## src/rtl/uart_cmd_decoder.sv

```systemverilog
// rtl/uart_cmd_decoder.sv - ASCII command frame parser that drives the capture configuration
//
// Pulls bytes from a single-entry UART RX buffer, parses 'M' d LF, 'D' h h LF,
// 'A' LF and 'R' LF frames, and updates trig_mask / clk_div or fires the
// arm / soft-reset strobes when the terminating LF is accepted.
//
// Ports:
//   clk, rst          system clock, synchronous active-high reset
//   uart_rxdata       UART receive buffer data
//   uart_rxempty      UART receive buffer empty flag
//   uart_uld_rx_data  one-cycle unload strobe to the UART
//   trig_mask         trigger input mask (reset 3'b111)
//   clk_div           sample clock divider (reset 8'h00)
//   arm_pulse         one-cycle capture re-arm strobe
//   soft_rst_pulse    one-cycle capture-path reset strobe
//   cmd_error         one-cycle strobe on malformed frame or timeout
//   err_count         saturating error counter
//   state_debug       parser state: 0 CMD_WAIT, 1 ARG1, 2 ARG2, 3 EXPECT_LF, 4 DISCARD
module uart_cmd_decoder #(
   parameter int TO_W           = 26,
   parameter int TIMEOUT_CYCLES = 50_000_000
) (
   input  logic       clk,
   input  logic       rst,
   input  logic [7:0] uart_rxdata,
   input  logic       uart_rxempty,
   output logic       uart_uld_rx_data,
   output logic [2:0] trig_mask,
   output logic [7:0] clk_div,
   output logic       arm_pulse,
   output logic       soft_rst_pulse,
   output logic       cmd_error,
   output logic [7:0] err_count,
   output logic [3:0] state_debug
);

   localparam logic [7:0] CH_LF = 8'h0A;
   localparam logic [7:0] CH_CR = 8'h0D;
   localparam logic [7:0] CH_M  = 8'h4D;
   localparam logic [7:0] CH_D  = 8'h44;
   localparam logic [7:0] CH_A  = 8'h41;
   localparam logic [7:0] CH_R  = 8'h52;

   localparam logic [TO_W-1:0] TO_LIMIT = TO_W'(TIMEOUT_CYCLES);

   typedef enum logic [1:0] {
      F_IDLE  = 2'd0,
      F_ULD   = 2'd1,
      F_LATCH = 2'd2,
      F_WAIT  = 2'd3
   } fetch_t;

   typedef enum logic [3:0] {
      CMD_WAIT  = 4'd0,
      ARG1      = 4'd1,
      ARG2      = 4'd2,
      EXPECT_LF = 4'd3,
      DISCARD   = 4'd4
   } pstate_t;

   typedef enum logic [1:0] {
      C_MASK = 2'd0,
      C_DIV  = 2'd1,
      C_ARM  = 2'd2,
      C_RST  = 2'd3
   } cmd_t;

   function automatic logic is_hex(input logic [7:0] b);
      return ((b >= 8'h30) && (b <= 8'h39)) || ((b >= 8'h41) && (b <= 8'h46));
   endfunction

   // '0'..'9' map through the low nibble; 'A'..'F' (0x41..0x46) need +9.
   function automatic logic [3:0] hex_val(input logic [7:0] b);
      if (b <= 8'h39) begin
         return b[3:0];
      end
      return b[3:0] + 4'd9;
   endfunction

   // ------------------------------------------------------------------
   // Byte fetch FSM
   // ------------------------------------------------------------------
   fetch_t fetch_q;
   fetch_t fetch_d;

   logic       byte_valid;
   logic [7:0] rx_byte;

   always_ff @(posedge clk) begin
      if (rst) begin
         fetch_q <= F_IDLE;
      end else begin
         fetch_q <= fetch_d;
      end
   end

   always_comb begin
      fetch_d = fetch_q;
      case (fetch_q)
         F_IDLE:  if (!uart_rxempty) fetch_d = F_ULD;
         F_ULD:   fetch_d = F_LATCH;
         F_LATCH: fetch_d = F_WAIT;
         // Waiting for empty before returning keeps one unload per byte,
         // even if the UART is slow to drop its flag.
         F_WAIT:  if (uart_rxempty) fetch_d = F_IDLE;
         default: fetch_d = F_IDLE;
      endcase
   end

   always_comb begin
      uart_uld_rx_data = (fetch_q == F_ULD);
      byte_valid       = (fetch_q == F_LATCH);
      rx_byte          = uart_rxdata;
   end

   // ------------------------------------------------------------------
   // Parser
   // ------------------------------------------------------------------
   pstate_t         pstate_q;
   pstate_t         pstate_d;
   cmd_t            cmd_q;
   cmd_t            cmd_d;
   logic [7:0]      shadow_q;
   logic [7:0]      shadow_d;
   logic [TO_W-1:0] to_cnt;

   logic is_lf;
   logic is_cr;
   logic is_hex_b;
   logic is_oct;
   logic timeout_hit;
   logic frame_err;
   logic commit;

   always_comb begin
      is_lf    = (rx_byte == CH_LF);
      is_cr    = (rx_byte == CH_CR);
      is_hex_b = is_hex(rx_byte);
      is_oct   = (rx_byte >= 8'h30) && (rx_byte <= 8'h37);
      // A byte latched in the same cycle cancels the timeout.
      timeout_hit = (pstate_q != CMD_WAIT) && (to_cnt == TO_LIMIT) && !byte_valid;
   end

   always_ff @(posedge clk) begin
      if (rst) begin
         pstate_q <= CMD_WAIT;
      end else begin
         pstate_q <= pstate_d;
      end
   end

   always_comb begin
      pstate_d = pstate_q;
      if (timeout_hit) begin
         pstate_d = CMD_WAIT;
      end else if (byte_valid && !is_cr) begin
         case (pstate_q)
            CMD_WAIT: begin
               if (is_lf) begin
                  pstate_d = CMD_WAIT;
               end else if ((rx_byte == CH_M) || (rx_byte == CH_D)) begin
                  pstate_d = ARG1;
               end else if ((rx_byte == CH_A) || (rx_byte == CH_R)) begin
                  pstate_d = EXPECT_LF;
               end else begin
                  pstate_d = DISCARD;
               end
            end
            ARG1: begin
               if (is_lf) begin
                  pstate_d = CMD_WAIT;
               end else if (cmd_q == C_MASK) begin
                  pstate_d = is_oct ? EXPECT_LF : DISCARD;
               end else begin
                  pstate_d = is_hex_b ? ARG2 : DISCARD;
               end
            end
            ARG2: begin
               if (is_lf) begin
                  pstate_d = CMD_WAIT;
               end else begin
                  pstate_d = is_hex_b ? EXPECT_LF : DISCARD;
               end
            end
            EXPECT_LF: pstate_d = is_lf ? CMD_WAIT : DISCARD;
            DISCARD:   if (is_lf) pstate_d = CMD_WAIT;
            default:   pstate_d = CMD_WAIT;
         endcase
      end
   end

   always_comb begin
      frame_err = 1'b0;
      commit    = 1'b0;
      cmd_d     = cmd_q;
      shadow_d  = shadow_q;
      if (timeout_hit) begin
         // A frame already in DISCARD has been counted once.
         frame_err = (pstate_q != DISCARD);
      end else if (byte_valid && !is_cr) begin
         case (pstate_q)
            CMD_WAIT: begin
               if (!is_lf) begin
                  case (rx_byte)
                     CH_M:    cmd_d = C_MASK;
                     CH_D:    cmd_d = C_DIV;
                     CH_A:    cmd_d = C_ARM;
                     CH_R:    cmd_d = C_RST;
                     default: frame_err = 1'b1;
                  endcase
               end
            end
            ARG1: begin
               if (is_lf) begin
                  frame_err = 1'b1;
               end else if (cmd_q == C_MASK) begin
                  if (is_oct) shadow_d = {5'b00000, rx_byte[2:0]};
                  else        frame_err = 1'b1;
               end else begin
                  if (is_hex_b) shadow_d = {hex_val(rx_byte), 4'h0};
                  else          frame_err = 1'b1;
               end
            end
            ARG2: begin
               if (is_hex_b) shadow_d[3:0] = hex_val(rx_byte);
               else          frame_err = 1'b1;
            end
            EXPECT_LF: begin
               if (is_lf) commit = 1'b1;
               else       frame_err = 1'b1;
            end
            default: begin
            end
         endcase
      end
   end

   always_ff @(posedge clk) begin
      if (rst) begin
         cmd_q          <= C_MASK;
         shadow_q       <= 8'h00;
         to_cnt         <= '0;
         trig_mask      <= 3'b111;
         clk_div        <= 8'h00;
         arm_pulse      <= 1'b0;
         soft_rst_pulse <= 1'b0;
         cmd_error      <= 1'b0;
         err_count      <= 8'h00;
      end else begin
         cmd_q    <= cmd_d;
         shadow_q <= shadow_d;

         // Every accepted byte (CR included) restarts the inter-byte window.
         if (byte_valid || (pstate_q == CMD_WAIT)) begin
            to_cnt <= '0;
         end else if (to_cnt != TO_LIMIT) begin
            to_cnt <= to_cnt + TO_W'(1);
         end

         arm_pulse      <= commit && (cmd_q == C_ARM);
         soft_rst_pulse <= commit && (cmd_q == C_RST);
         cmd_error      <= frame_err;

         if (commit && (cmd_q == C_MASK)) trig_mask <= shadow_q[2:0];
         if (commit && (cmd_q == C_DIV))  clk_div   <= shadow_q;

         if (frame_err && (err_count != 8'hFF)) begin
            err_count <= err_count + 8'd1;
         end
      end
   end

   assign state_debug = pstate_q;

endmodule

```

## config.mk

```make
export PLATFORM = sky130hd
export DESIGN_NAME = uart_cmd_decoder
export DESIGN_NICKNAME = d
export VERILOG_FILES = /design/src/rtl/uart_cmd_decoder.sv
export SDC_FILE = /design/constraint.sdc
export NUM_CORES = 1
export LEC_CHECK = 0
export BUFFER_PORTS_ARGS = -buffer_cell sky130_fd_sc_hd__buf_2
export CAP_MARGIN = 20
export CORE_MARGIN = 1.5
export CORE_UTILIZATION = 30
export DETAILED_ROUTE_END_ITERATION = 7
export PLACE_DENSITY = 0.54
export SLEW_MARGIN = 20
export SYNTH_ARGS = -nofsm -noshare
export SYNTH_HDL_FRONTEND = slang
export SYNTH_SLANG_ARGS = --single-unit
export TNS_END_PERCENT = 5
```

## constraint.sdc

```tcl
create_clock -name clk -period 2.5 [get_ports clk]
set_input_delay 0.75 -clock clk [delete_from_list [all_inputs] [get_ports clk]]
set_output_delay 0.75 -clock clk [all_outputs]
set_load 0.05 [all_outputs]
```

==> flow_summary.ini <==
[detailed_routing]
num_vias = 3074
drtPass1Iterations = 4
ant_nets = 0
viasPerCell = 5.00
drc = 0
drtIter0Drc = 136
drt_wl_total_mm = 8.18
routedWlPerCell_um = 13.3

[place]
dp_slack_ns = -0.311
dp.cells = 599
place_hpwl_mm = 6.11
placed_area_um2 = 4080
numPortBuffers = 36
gp_congestion = 0.858

[clock_network]
cts_tree = built
post-cts-setup-buffer-count = 0
clk_latency_ns = 0.33
numCtsBuffers = 9
cts_root_buffer = clkbuf_16
cts.sinks = 63
clkTransAtPathRegs_ns = 0.05
clockBufferDepth = 2
cts_hold_buf = 0
cts_resized = 0
htree_levels = 3

[die]
fp.dieW_um = 110
coreArea_um2 = 11000
rows = 38
die_h_um = 110
die_area_um2 = 12100
initial_utilization_pct = 31.2
io_pins = 38

[pwr]
p_leak_nw = 1.64
power_density_nw_per_um2 = 753
peakVddDrop_mv = 0.333
power_mw = 3.30

[timing]
tightest_slew_ns = 0.652
period_share_pct = 98.9
maxSlewHeadroom_pct = 56.1
grt_setup_unrepaired = true
holdWs_ns = 0.469
finalCriticalPeriod_ns = 2.47
layout_setup_ws_ns = 0.0273
clock_skew_ns = 0.00686
slew_viol_final = 0
fmax_mhz = 404
hold_violations = 0
setup_viol = 0

[yosys]
synth_top_family_by_area = simple AND/OR/NAND/NOR gates
synth.avg_cell_area_um2 = 8.61
yosys.area_share.adder_pct = 4.36
synth_most_common_cell = dfxtp_1
async_flop_share_pct = 0
yosys.area.top_type = dfxtp_1
synth_area_leaders = dfxtp_1 (37%), nor2_1 (6.5%), mux2i_1 (6.1%), ha_1 (4.4%), xnor2_1 (3.3%)
synth_nets = 423
synth-edff-count = 0
yosysWarningCount = 0
synth_xor_area_share_pct = 6.36
synth_common_cells = dfxtp_1 (63), nor2_1 (60), mux2i_1 (21)
synth_compound_area_share_pct = 12.0
syn_inst = 400
seq_area_frac_synth_pct = 36.6
syn_area_um2 = 3440
synth_top_cell_area_share_pct = 36.6
synth-seq-cells = 63
ys.flop_type = dfxtp_1
synth_mux_area_share_pct = 8.07
synth.distinct_cells = 61
synth_simple_gate_area_share_pct = 28.9

[critical_path]
crit_chain = buf_2 -> inv_2 -> ha_2 -> and3b_1 -> or4_4 -> o2111ai_4 -> a31o_4 -> a21o_1 -> mux2_4
critical_path_arrival_ns = 2.69
cp_max_fo = 7
cp-start-kind = input port
worstSetupPathType = in -> reg
cp.required_ns = 2.72
crit_family = simple AND/OR/NAND/NOR gates
critPathSlowestCell = or4_4
slowest_delay_ns = 0.52
path_buf_inv = 2
end_kind = flop

[global_route]
grt_pass1_wl_mm = 13.6
grt_pass1_vias = 2849
antenna_found_initial = 0
globalRoute.totalOverflow = 0
grt_max_degree = 27
gr-usage-all-layers_pct = 14.6

[cells_and_area]
nets = 493
nFillCells = 1139
syn2layout_area_growth_pct = 27.3
layout-drive-gt1-share_pct = 24.2
design_area_um2 = 4380
diodes = 0
final_cells = 615

[min_path]
worstHoldPathType = reg -> reg

[outcome]
status = finished, final reports clean

[run]
cap_violations = 0
-- registers in the layout (all words and copies together) (netlist names) --
name / cells
clk_div: 8
cmd_q: 2
shadow_q: 8
trig_mask: 3
cmd_error: 1
err_count: 8
fetch_q: 2
arm_pulse: 1
to_cnt: 26
state_debug: 3
soft_rst_pulse: 1
-- cells in the final DEF (no fill, tap or decap), types with 6 or more instances in the layout --
| cell | count |
|---|---|
| dfxtp_1 | 63 |
| nor2_1 | 60 |
| buf_4 | 41 |
| buf_2 | 36 |
| mux2i_1 | 21 |
| nand2_1 | 19 |
| nand3_1 | 17 |
| a21oi_1 | 17 |
| xnor2_1 | 13 |
| xor2_1 | 12 |
| nor3_1 | 11 |
| inv_1 | 11 |
| ha_1 | 11 |
| nor2b_1 | 10 |
| clkbuf_16 | 9 |
| and3_1 | 8 |
| nand4_1 | 8 |
| nand2b_1 | 7 |
| nor3b_1 | 6 |
-- routing by layer --
layer | track usage (%) | share of wire [%] | vias up
li1 | - | - | 1564
met1 | 18.8 | 49 | 1443
met2 | 23.0 | 45 | 56
met3 | 4.47 | 4.5 | 11
met4 | 5.59 | 1.6 | 0
met5 | 0 | 0 | -
-- final cells by class --
cell class	instances	area [um2]	area share (%)
clock buffer	12	246	5.62
clock inverter	4	45.0	1.03
inverter	12	45.0	1.03
multi-input combinational	307	2120	48.4
sequential	63	1260	28.8
tap	140	175	4.00
timing repair buffer	77	488	11.1
-- power breakdown --
group	total, mW	internal, mW	leakage, nW	switching [mW]
Clock	1.23	0.793	0.146	0.437
Combinational	0.938	0.377	0.984	0.561
Sequential	1.13	1.06	0.508	0.0705
-- logic make-up after synthesis --
group	Yosys count
buffers and inverters	30
AND/OR/NAND/NOR	185
AO/OA/AOI/OAI	57
other	1
XOR/XNOR	25
adder cells (fa/ha/maj)	12
flip-flops	63
multiplexers	27
-- metrics by stage --
step / utilization [%] / setup TNS [ns]
final: 39.7 / 0
after global routing: 39.7 / -0.157
after CTS: 39.6 / 0
after detailed placement: 37.0 / -6.37
after global placement: 37.0 / -5.43
after floorplan: - / -0.288
-- worst paths after layout --
check                                     from           end  slack, ns  cells after the start
worst max-delay path            uart_rxdata[0]  err_count[0]       0.03                      9
worst min-delay path               shadow_q[6]   shadow_q[6]       0.47                      2
worst max register to register      to_cnt[18]  err_count[5]       0.24                      5
worst min register to register     shadow_q[6]   shadow_q[6]       0.47                      2
-- worst min-delay path: cells and delay by family (launching register included) --
family / cells / cell delay [ns]
flip-flops: 1 / 0.31
AND/OR/NAND/NOR: 1 / 0.06
AO/OA/AOI/OAI: 1 / 0.05
No activity file was read; power rests on OpenSTA's default activity.
